===== src/rtl/icache_refill_drive.sv =====
// Fetch-stage result driver with I-cache refill: forwards hits directly, refills misses with an
// AXI4 wrapping burst (critical word first) and writes the finished line into an LFSR-picked way.
module icache_refill_drive #(
   parameter int unsigned LINE_WORDS = 4,
   parameter int unsigned WAYS       = 8,
   parameter int unsigned INDEX_W    = 4,
   parameter int unsigned AXI_ID     = 0,
   localparam int unsigned BEAT_W    = $clog2(LINE_WORDS),
   localparam int unsigned OFF_W     = BEAT_W + 2,
   localparam int unsigned TAG_W     = 32 - INDEX_W - OFF_W,
   localparam int unsigned LINE_W    = 32 * LINE_WORDS,
   localparam int unsigned WAY_W     = $clog2(WAYS)
) (
   input  logic                clock,
   input  logic                reset,
   input  logic                valid_pre_i,
   output logic                ready_pre_o,
   input  logic [31:0]         pc_i,
   input  logic                hit_i,
   input  logic [LINE_W-1:0]   hit_line_i,
   output logic                valid_post_o,
   input  logic                ready_post_i,
   input  logic                flush_i,
   output logic [31:0]         pc_o,
   output logic [31:0]         inst_o,
   output logic                fault_o,
   output logic                wen_o,
   output logic [INDEX_W-1:0]  windex_o,
   output logic [WAY_W-1:0]    wway_o,
   output logic [TAG_W-1:0]    wtag_o,
   output logic [LINE_W-1:0]   wdata_o,
   output logic                io_master_arvalid,
   input  logic                io_master_arready,
   output logic [31:0]         io_master_araddr,
   output logic [3:0]          io_master_arid,
   output logic [7:0]          io_master_arlen,
   output logic [2:0]          io_master_arsize,
   output logic [1:0]          io_master_arburst,
   input  logic                io_master_rvalid,
   output logic                io_master_rready,
   input  logic [1:0]          io_master_rresp,
   input  logic [31:0]         io_master_rdata,
   input  logic                io_master_rlast,
   input  logic [3:0]          io_master_rid
);

   typedef enum logic [2:0] {StIdle, StHit, StAr, StR, StWrite, StHold, StDrain} state_e;

   state_e              state_q;
   logic [31:0]         pc_q;
   logic [LINE_W-1:0]   line_q;
   logic [BEAT_W-1:0]   beat_q;
   logic                inst_pending_q;
   logic                inst_sent_q;
   logic                fault_q;
   logic                err_q;
   logic                flush_pend_q;
   logic [7:0]          lfsr_q;
   logic [WAY_W-1:0]    way_q;

   logic [BEAT_W-1:0]   start;
   logic [BEAT_W-1:0]   word_idx;
   logic                st_ar;
   logic                valid_raw;
   logic                xfer;
   logic                beat_err;
   logic                lfsr_fb;
   logic                unused_rid;

   assign start    = pc_q[OFF_W-1:2];
   assign word_idx = start + beat_q;
   assign st_ar    = (state_q == StAr);
   assign beat_err = (io_master_rresp != 2'b00);
   assign lfsr_fb  = lfsr_q[7] ^ lfsr_q[5] ^ lfsr_q[4] ^ lfsr_q[3];
   assign unused_rid = ^io_master_rid;

   // The requested word always lives at line word `start`, for hits and refills alike.
   assign valid_raw = (state_q == StHit) ||
                      (((state_q == StR) || (state_q == StWrite) || (state_q == StHold)) &&
                       inst_pending_q && !inst_sent_q);
   assign valid_post_o = valid_raw && !flush_i;
   assign xfer         = valid_post_o && ready_post_i;
   assign ready_pre_o  = (state_q == StIdle);
   assign pc_o         = pc_q;
   assign inst_o       = line_q[start*32 +: 32];
   assign fault_o      = fault_q && valid_post_o;

   assign wen_o    = (state_q == StWrite);
   assign windex_o = pc_q[OFF_W +: INDEX_W];
   assign wtag_o   = pc_q[31 -: TAG_W];
   assign wway_o   = way_q;
   assign wdata_o  = line_q;

   assign io_master_arvalid = st_ar;
   assign io_master_araddr  = st_ar ? {pc_q[31:2], 2'b00} : '0;
   assign io_master_arid    = st_ar ? 4'(AXI_ID) : '0;
   assign io_master_arlen   = st_ar ? 8'(LINE_WORDS - 1) : '0;
   assign io_master_arsize  = st_ar ? 3'b010 : '0;
   assign io_master_arburst = st_ar ? 2'b10 : '0;
   assign io_master_rready  = (state_q == StR) || (state_q == StDrain);

   always_ff @(posedge clock or posedge reset) begin
      if (reset) begin
         state_q        <= StIdle;
         pc_q           <= '0;
         line_q         <= '0;
         beat_q         <= '0;
         inst_pending_q <= 1'b0;
         inst_sent_q    <= 1'b0;
         fault_q        <= 1'b0;
         err_q          <= 1'b0;
         flush_pend_q   <= 1'b0;
         lfsr_q         <= 8'h01;
         way_q          <= '0;
      end else begin
         unique case (state_q)
            StIdle: begin
               if (valid_pre_i) begin
                  pc_q           <= pc_i;
                  line_q         <= hit_line_i;
                  inst_pending_q <= 1'b0;
                  inst_sent_q    <= 1'b0;
                  fault_q        <= 1'b0;
                  err_q          <= 1'b0;
                  flush_pend_q   <= 1'b0;
                  beat_q         <= '0;
                  state_q        <= hit_i ? StHit : StAr;
               end
            end
            StHit: begin
               if (flush_i || ready_post_i) state_q <= StIdle;
            end
            StAr: begin
               // arvalid stays up until the handshake; a flush only redirects the burst to DRAIN.
               if (flush_i) flush_pend_q <= 1'b1;
               if (io_master_arready) begin
                  lfsr_q  <= {lfsr_q[6:0], lfsr_fb};
                  way_q   <= lfsr_q[WAY_W-1:0];
                  state_q <= (flush_i || flush_pend_q) ? StDrain : StR;
               end
            end
            StR: begin
               if (flush_i) begin
                  beat_q  <= '0;
                  state_q <= (io_master_rvalid && io_master_rlast) ? StIdle : StDrain;
               end else begin
                  if (xfer) inst_sent_q <= 1'b1;
                  if (io_master_rvalid) begin
                     line_q[word_idx*32 +: 32] <= io_master_rdata;
                     beat_q <= beat_q + BEAT_W'(1);
                     if (beat_q == '0) begin
                        inst_pending_q <= 1'b1;
                        fault_q        <= beat_err;
                     end
                     if (beat_err) err_q <= 1'b1;
                     if (io_master_rlast) begin
                        beat_q  <= '0;
                        state_q <= (err_q || beat_err) ? StHold : StWrite;
                     end
                  end
               end
            end
            StWrite: begin
               if (xfer) inst_sent_q <= 1'b1;
               state_q <= flush_i ? StIdle : StHold;
            end
            StHold: begin
               if (flush_i || inst_sent_q || xfer) state_q <= StIdle;
            end
            StDrain: begin
               if (io_master_rvalid && io_master_rlast) state_q <= StIdle;
            end
            default: state_q <= StIdle;
         endcase
      end
   end

endmodule


===== config.mk =====
export PLATFORM = sky130hd
export DESIGN_NAME = icache_refill_drive
export DESIGN_NICKNAME = d
export VERILOG_FILES = /design/src/rtl/icache_refill_drive.sv
export SDC_FILE = /design/constraint.sdc
export NUM_CORES = 1
export LEC_CHECK = 0
export CORE_AREA = 2 2 188 190
export DETAILED_ROUTE_END_ITERATION = 7
export DIE_AREA = 0 0 190 192
export DONT_BUFFER_PORTS = 1
export GPL_TIMING_DRIVEN = 0
export HOLD_SLACK_MARGIN = 0.12
export PLACE_DENSITY = 0.37
export SYNTH_ARGS = -nofsm -noshare
export SYNTH_HDL_FRONTEND = slang
export SYNTH_SLANG_ARGS = --single-unit

===== constraint.sdc =====
create_clock -name clock -period 7.9 [get_ports clock]
set_input_delay 2.37 -clock clock [delete_from_list [all_inputs] [get_ports clock]]
set_output_delay 2.37 -clock clock [all_outputs]
set_load 0.05 [all_outputs]

==> results of run 1 <==
sequential cells by signal, indices dropped and copies added, names as in the netlist, 2 cells and up:
register,cells
wdata_o,128
pc_o,32
lfsr_q,8
state_q,3
beat_q,2
worst min-delay path, cell delays in order (launching register included):
cell     delay [ns]
dfrtp_1        0.34
nor2_1         0.05
nor2_1         0.07
logic make-up (layout without fill, tap and decap cells):
family                   after synthesis  after routing  share of synthesized area
other                                  1             16                   0.000391
AO/OA/AOI/OAI                        288            288                      0.206
buffers and inverters                134            168                     0.0902
AND/OR/NAND/NOR                      202            202                      0.100
flip-flops                           178            178                      0.465
adder cells (fa/ha/maj)                6              6                    0.00784
XOR/XNOR                               5              5                    0.00457
multiplexers                          75             75                      0.125
stage by stage:
| stage | util | cell area [µm²] | setup WS (ns) | setup TNS [ns] |
|---|---|---|---|---|
| global route | 0.317 | 10900 | 1.67 | 0 |
| floorplan | - | 9630 | 0.701 | 0 |
| finish | 0.317 | 10900 | 1.76 | 0 |
| detailed placement | 0.299 | 10300 | 1.74 | 0 |
| CTS | 0.317 | 10900 | 1.73 | 0 |
| global placement | 0.298 | 10200 | -2.33 | -407.86 |
synthesized netlist by cell type, types with 6 or more instances:
library cell and n:
and2_1 34, nand2_1 38, clkbuf_1 35, mux2_2 40, buf_6 12, buf_2 16, nand2b_1 6, a21oi_1 63
a21oi_2 42, a22oi_1 128, inv_1 9, ha_1 6, dfrtp_1 177, nor2_1 108, o21ai_0 31, o21ai_1 8
buf_4 58, mux4_2 32
how the worst max path moves through the flow:
stage                        from           to  slack [ns]
final                     flush_i      fault_o        1.76
after global routing      flush_i      fault_o        1.67
after global placement      reset  wdata_o[89]       -2.33
after CTS                 flush_i      fault_o        1.73
after detailed placement  flush_i      fault_o        1.74
after floorplan             reset    beat_q[0]        0.70
placed cells by master, fill, tap and decap left out, types with 2 or more instances in the layout:
cell type   instances
nor2_1            108
buf_6              13
bufinv_16           3
mux2i_1             3
inv_1               8
mux4_2             32
conb_1             15
buf_8               3
nor3_1              2
o21ai_1             8
dfrtp_1           177
nand2b_1            6
clkinv_2            2
buf_2              16
clkinvlp_4          4
and2_1             34
nor4_4              2
o21a_1              5
clkbuf_16          17
a22oi_1           128
buf_4              58
a21oi_2            42
xnor2_1             4
nor3_2              3
clkbuf_1           35
nand2_1            38
mux2_2             40
inv_8               2
inv_6               3
a21oi_1            63
ha_1                6
o21ai_0            31
layer usage:
metal	up-vias	wire (µm)	global-route usage
met1	3797	15800	0.262
met2	379	20400	0.372
li1	3235	-	-
met5	-	0	0
met3	32	3360	0.0676
met4	0	835	0.0704
area by class of cell:
type	count	area share
timing repair buffer	2	0.00357
sequential	178	0.410
clock inverter	14	0.0162
clock buffer	18	0.0404
tap	455	0.0524
antenna	1	0.000230
inverter	9	0.00380
buffer	125	0.0764
multi-input combinational	591	0.397
==> results.yml, run 1 <==
worst_setup_path:
  worst-setup-path-type: "input pin to primary output"
  r2r_slack_ns: 3.43
  cp.depth: 4
  r2r-start: "pc_o[3]"
  slowest_delay_ns: 0.52
  reg2reg_depth: 9
  crit_path_end_kind: "primary output"
  critPathMaxFanout: 10
  slowest_stage: "and2_1"
  critPathBufInv: 2
  path_cells: "clkbuf_1 -> inv_1 -> o21a_1 -> and2_1"
  arrival_ns: 3.77
  rr_endpoint: "wdata_o[11]"
  path_delay_family: "simple AND/OR/NAND/NOR gates"
  required_ns: 5.53
  start_kind: "input pin"
synthesis:
  synth_top_area_share: 0.462
  async_flop_share: 1.00
  ys_seq_elements: 178
  yosysTopAreaCell: "dfrtp_1"
  syn_inst: 889
  syn_avg_cell_area_um2: 10.8
  ys_seq_area_frac: 0.465
  synth.area.top_cells: "dfrtp_1 46%, a22oi_1 10%, mux4_2 7.5%, mux2_2 4.7%, buf_4 4.5%"
  syn_area_um2: 9580
  synth_edf_count: 0
  synth-main-ff-cell: "dfrtp_1"
  ys_warn_count: 0
  ys_types: 48
routing:
  ant_nets: 0
  vias_per_cell: 5.34
  drt_iter0_drc: 372
  drt_wl_total_mm: 40.4
  drc: 0
  wire_per_inst_um: 29.0
  drt_first_pass_iters: 5
  vias: 7443
floorplan:
  coreArea_um2: 34300
  initial_core_util: 0.279
  die_y_um: 192
  pin_count: 485
  dieArea_um2: 36500
  num_rows: 68
  die_x_um: 190
grt:
  first_global_vias: 7641
  grt_antenna_before_repair: 1
  grt_pass1_wl_mm: 56.5
  grt_max_degree: 103
  gr-usage-all-layers: 0.218
  overflow: 0
final_layout:
  seqCellArea_um2: 4460
  synthToLayoutAreaGrowth_pct: 13.5
  multi_input_area_um2: 4320
  fillers: 3550
  layout.cells.non_filler: 1393
  drive_gt1_frac: 0.266
  nets: 1137
clock_network:
  htreeDepth: 4
  post_cts_resized: 0
  cts_tree: "yes"
  ctsHoldBuffers: 0
  post_cts_buffers: 0
  cts_sinks: 178
  clockBufferDepth: 2
  insertion_delay_ns: 0.45
  root_buffer: "clkbuf_16"
  cts_buffers: 17
  path_clk_slew_ns: 0.07
placement:
  place_hpwl_mm: 30.3
  gp_congestion: 0.786
  port_buffers: 0
  placed_cells: 1360
outcome:
  status: "completed"
sta:
  fmax_ghz: 0.163
  grt_setup_unrepaired: "false"
  post-route-period-util: 0.777
  final_hold_viol_count: 0
  whs_ns: 0.501
  worst_slew_pin_slew_ns: 1.08
  clock_skew_ns: 0.0150
  min_period_ns: 6.14
  drv_slew: 0
  relSlewSlack: 0.279
  setup_violations: 0
run:
  maxCapViolCount: 0
worst_hold_path:
  min_to: "err_q"
  min_path_cells: 2
  hold_path_class: "register to register"
  hp-start: "err_q"
Power of run 1 is not shown: default switching activity piles up to over one toggle a cycle in this logic, so the estimate is an artifact.
==> run 2: changes to the inputs <==
Settings changed: CORE_AREA 2 2 188 190 to 2 2 187 189, DIE_AREA 0 0 190 192 to 0 0 189 191, PLACE_DENSITY 0.37 to 0.39.
Clock period 7.9 ns to 5.06 ns, I/O delays scaled along.
==> run 2 against run 1 <==
Critical path depth is 1 lower. Worst hold slack better by 0.0017 ns. Cell area is 0.41% higher. Clock-buffer cell count is 3 higher. Non-clock buffer count is 3 higher. Critical path type is now register to primary output.
==> results.yml, run 2 (same netlist as run 1, synthesis figures left out) <==
floorplan:
  coreArea_um2: 34100
  die_x_um: 189
  dieArea_um2: 36100
  die_y_um: 191
  pin_count: 485
  initial_core_util: 0.281
  num_rows: 68
worst_setup_path:
  required_ns: 3.54
  r2r_slack_ns: 0.64
  path_delay_family: "buffers and inverters"
  worst-setup-path-type: "register to primary output"
  r2r-start: "pc_o[3]"
  cp-endpoint: "inst_o[19]"
  slowest_stage: "clkbuf_1"
  rr_endpoint: "wdata_o[0]"
  critPathMaxFanout: 10
  reg2reg_depth: 9
  start_kind: "register"
  slowest_delay_ns: 0.81
  critPathBufInv: 2
  cp.depth: 3
  arrival_ns: 3.25
  path_cells: "clkbuf_1 -> clkbuf_1 -> mux4_2"
  crit_start: "pc_o[3]"
  critPathMostFrequentCell: "clkbuf_1"
  crit_path_end_kind: "primary output"
placement:
  place_hpwl_mm: 30.4
  port_buffers: 0
  gp_congestion: 0.770
  placed_cells: 1363
outcome:
  status: "completed"
routing:
  ant_nets: 0
  vias_per_cell: 5.36
  wire_per_inst_um: 28.9
  drt_wl_total_mm: 40.4
  vias: 7494
  drt_iter0_drc: 433
  drt_first_pass_iters: 5
  drc: 0
final_layout:
  drive_gt1_frac: 0.267
  largest_reg_flops: 128
  layout_commonest_cell: "dfrtp_1"
  layout_common_cells: "177 x dfrtp_1, 128 x a22oi_1, 108 x nor2_1"
  nets: 1140
  layout.cells.non_filler: 1398
  synthToLayoutAreaGrowth_pct: 13.9
clock_network:
  ctsHoldBuffers: 0
  post_cts_buffers: 0
  clockBufferDepth: 2
  root_buffer: "clkbuf_16"
  cts_tree: "yes"
  insertion_delay_ns: 0.45
  cts_buffers: 17
  htreeDepth: 4
  cts_sinks: 178
  post_cts_resized: 0
  path_clk_slew_ns: 0.07
sta:
  final_hold_viol_count: 0
  relSlewSlack: 0.270
  grt_setup_unrepaired: "false"
  drv_slew: 0
  min_period_ns: 4.77
  clock_skew_ns: 0.0147
  fmax_ghz: 0.210
  setup_violations: 0
  worst_slew_pin_slew_ns: 1.09
  post-route-period-util: 0.942
grt:
  first_global_vias: 7846
  overflow: 0
  grt_antenna_before_repair: 4
  grt_pass1_wl_mm: 57.0
  grt_max_degree: 38
  gr-usage-all-layers: 0.221
worst_hold_path:
  hold_path_class: "register to register"
run:
  maxCapViolCount: 0
## run 2: cell types whose count changed in the layout (fill, tap and decap cells not counted)
cell       change
buf_12         +5
clkbuf_8       +2
diode_2        +2
inv_8          -2
buf_16         -1
buf_6          -1
bufinv_16      -1
clkbuf_1       +1
clkinv_4       +1
inv_6          -1
## run 2: layout make-up
type,instances,area [µm²]
clock buffer,21,470
timing repair buffer,5,100
fill,3515,23200
multi-input combinational,591,4320
tap,455,569
antenna,3,7.51
clock inverter,11,128
buffer,125,831
sequential,178,4460
inverter,9,37.5
## run 2: per-stage QoR
stage	setup slack [ns]	setup TNS, ns	instance area, µm²	hold WS [ns]	utilization
finish	0.292	0	10900	0.503	0.320
global route	0.158	0	10900	0.528	0.320
CTS	0.191	0	10900	0.506	0.320
detailed placement	0.540	0	10300	0.489	0.302
global placement	-0.197	-30.32	10200	0.484	0.299
floorplan	0.794	0	9640	0.466	-
## run 2: worst min path at each step
stage	from	to	slack (ns)	depth (start not counted)
6_report	err_q	err_q	0.50	2
5_1_grt	lfsr_q[6]	lfsr_q[7]	0.53	1
4_1_cts	lfsr_q[6]	lfsr_q[7]	0.51	1
3_5_place_dp	lfsr_q[6]	lfsr_q[7]	0.49	1
3_3_place_gp	err_q	err_q	0.48	2
2_1_floorplan	err_q	err_q	0.47	2
## run 2: tightest hold or removal path, stage by stage (launching register included)
cell and delay, ns:
dfrtp_1 0.35, nor2_1 0.05, nor2_1 0.07
## run 2: per-layer routing
layer / track usage / vias up / wire length [µm]
met4: 0.0715 / 0 / 882
met5: 0 / - / 0
met3: 0.0721 / 35 / 3680
met1: 0.259 / 3808 / 15300
met2: 0.381 / 413 / 20500
li1: - / 3238 / -
Power of run 2 is left out for the same reason.
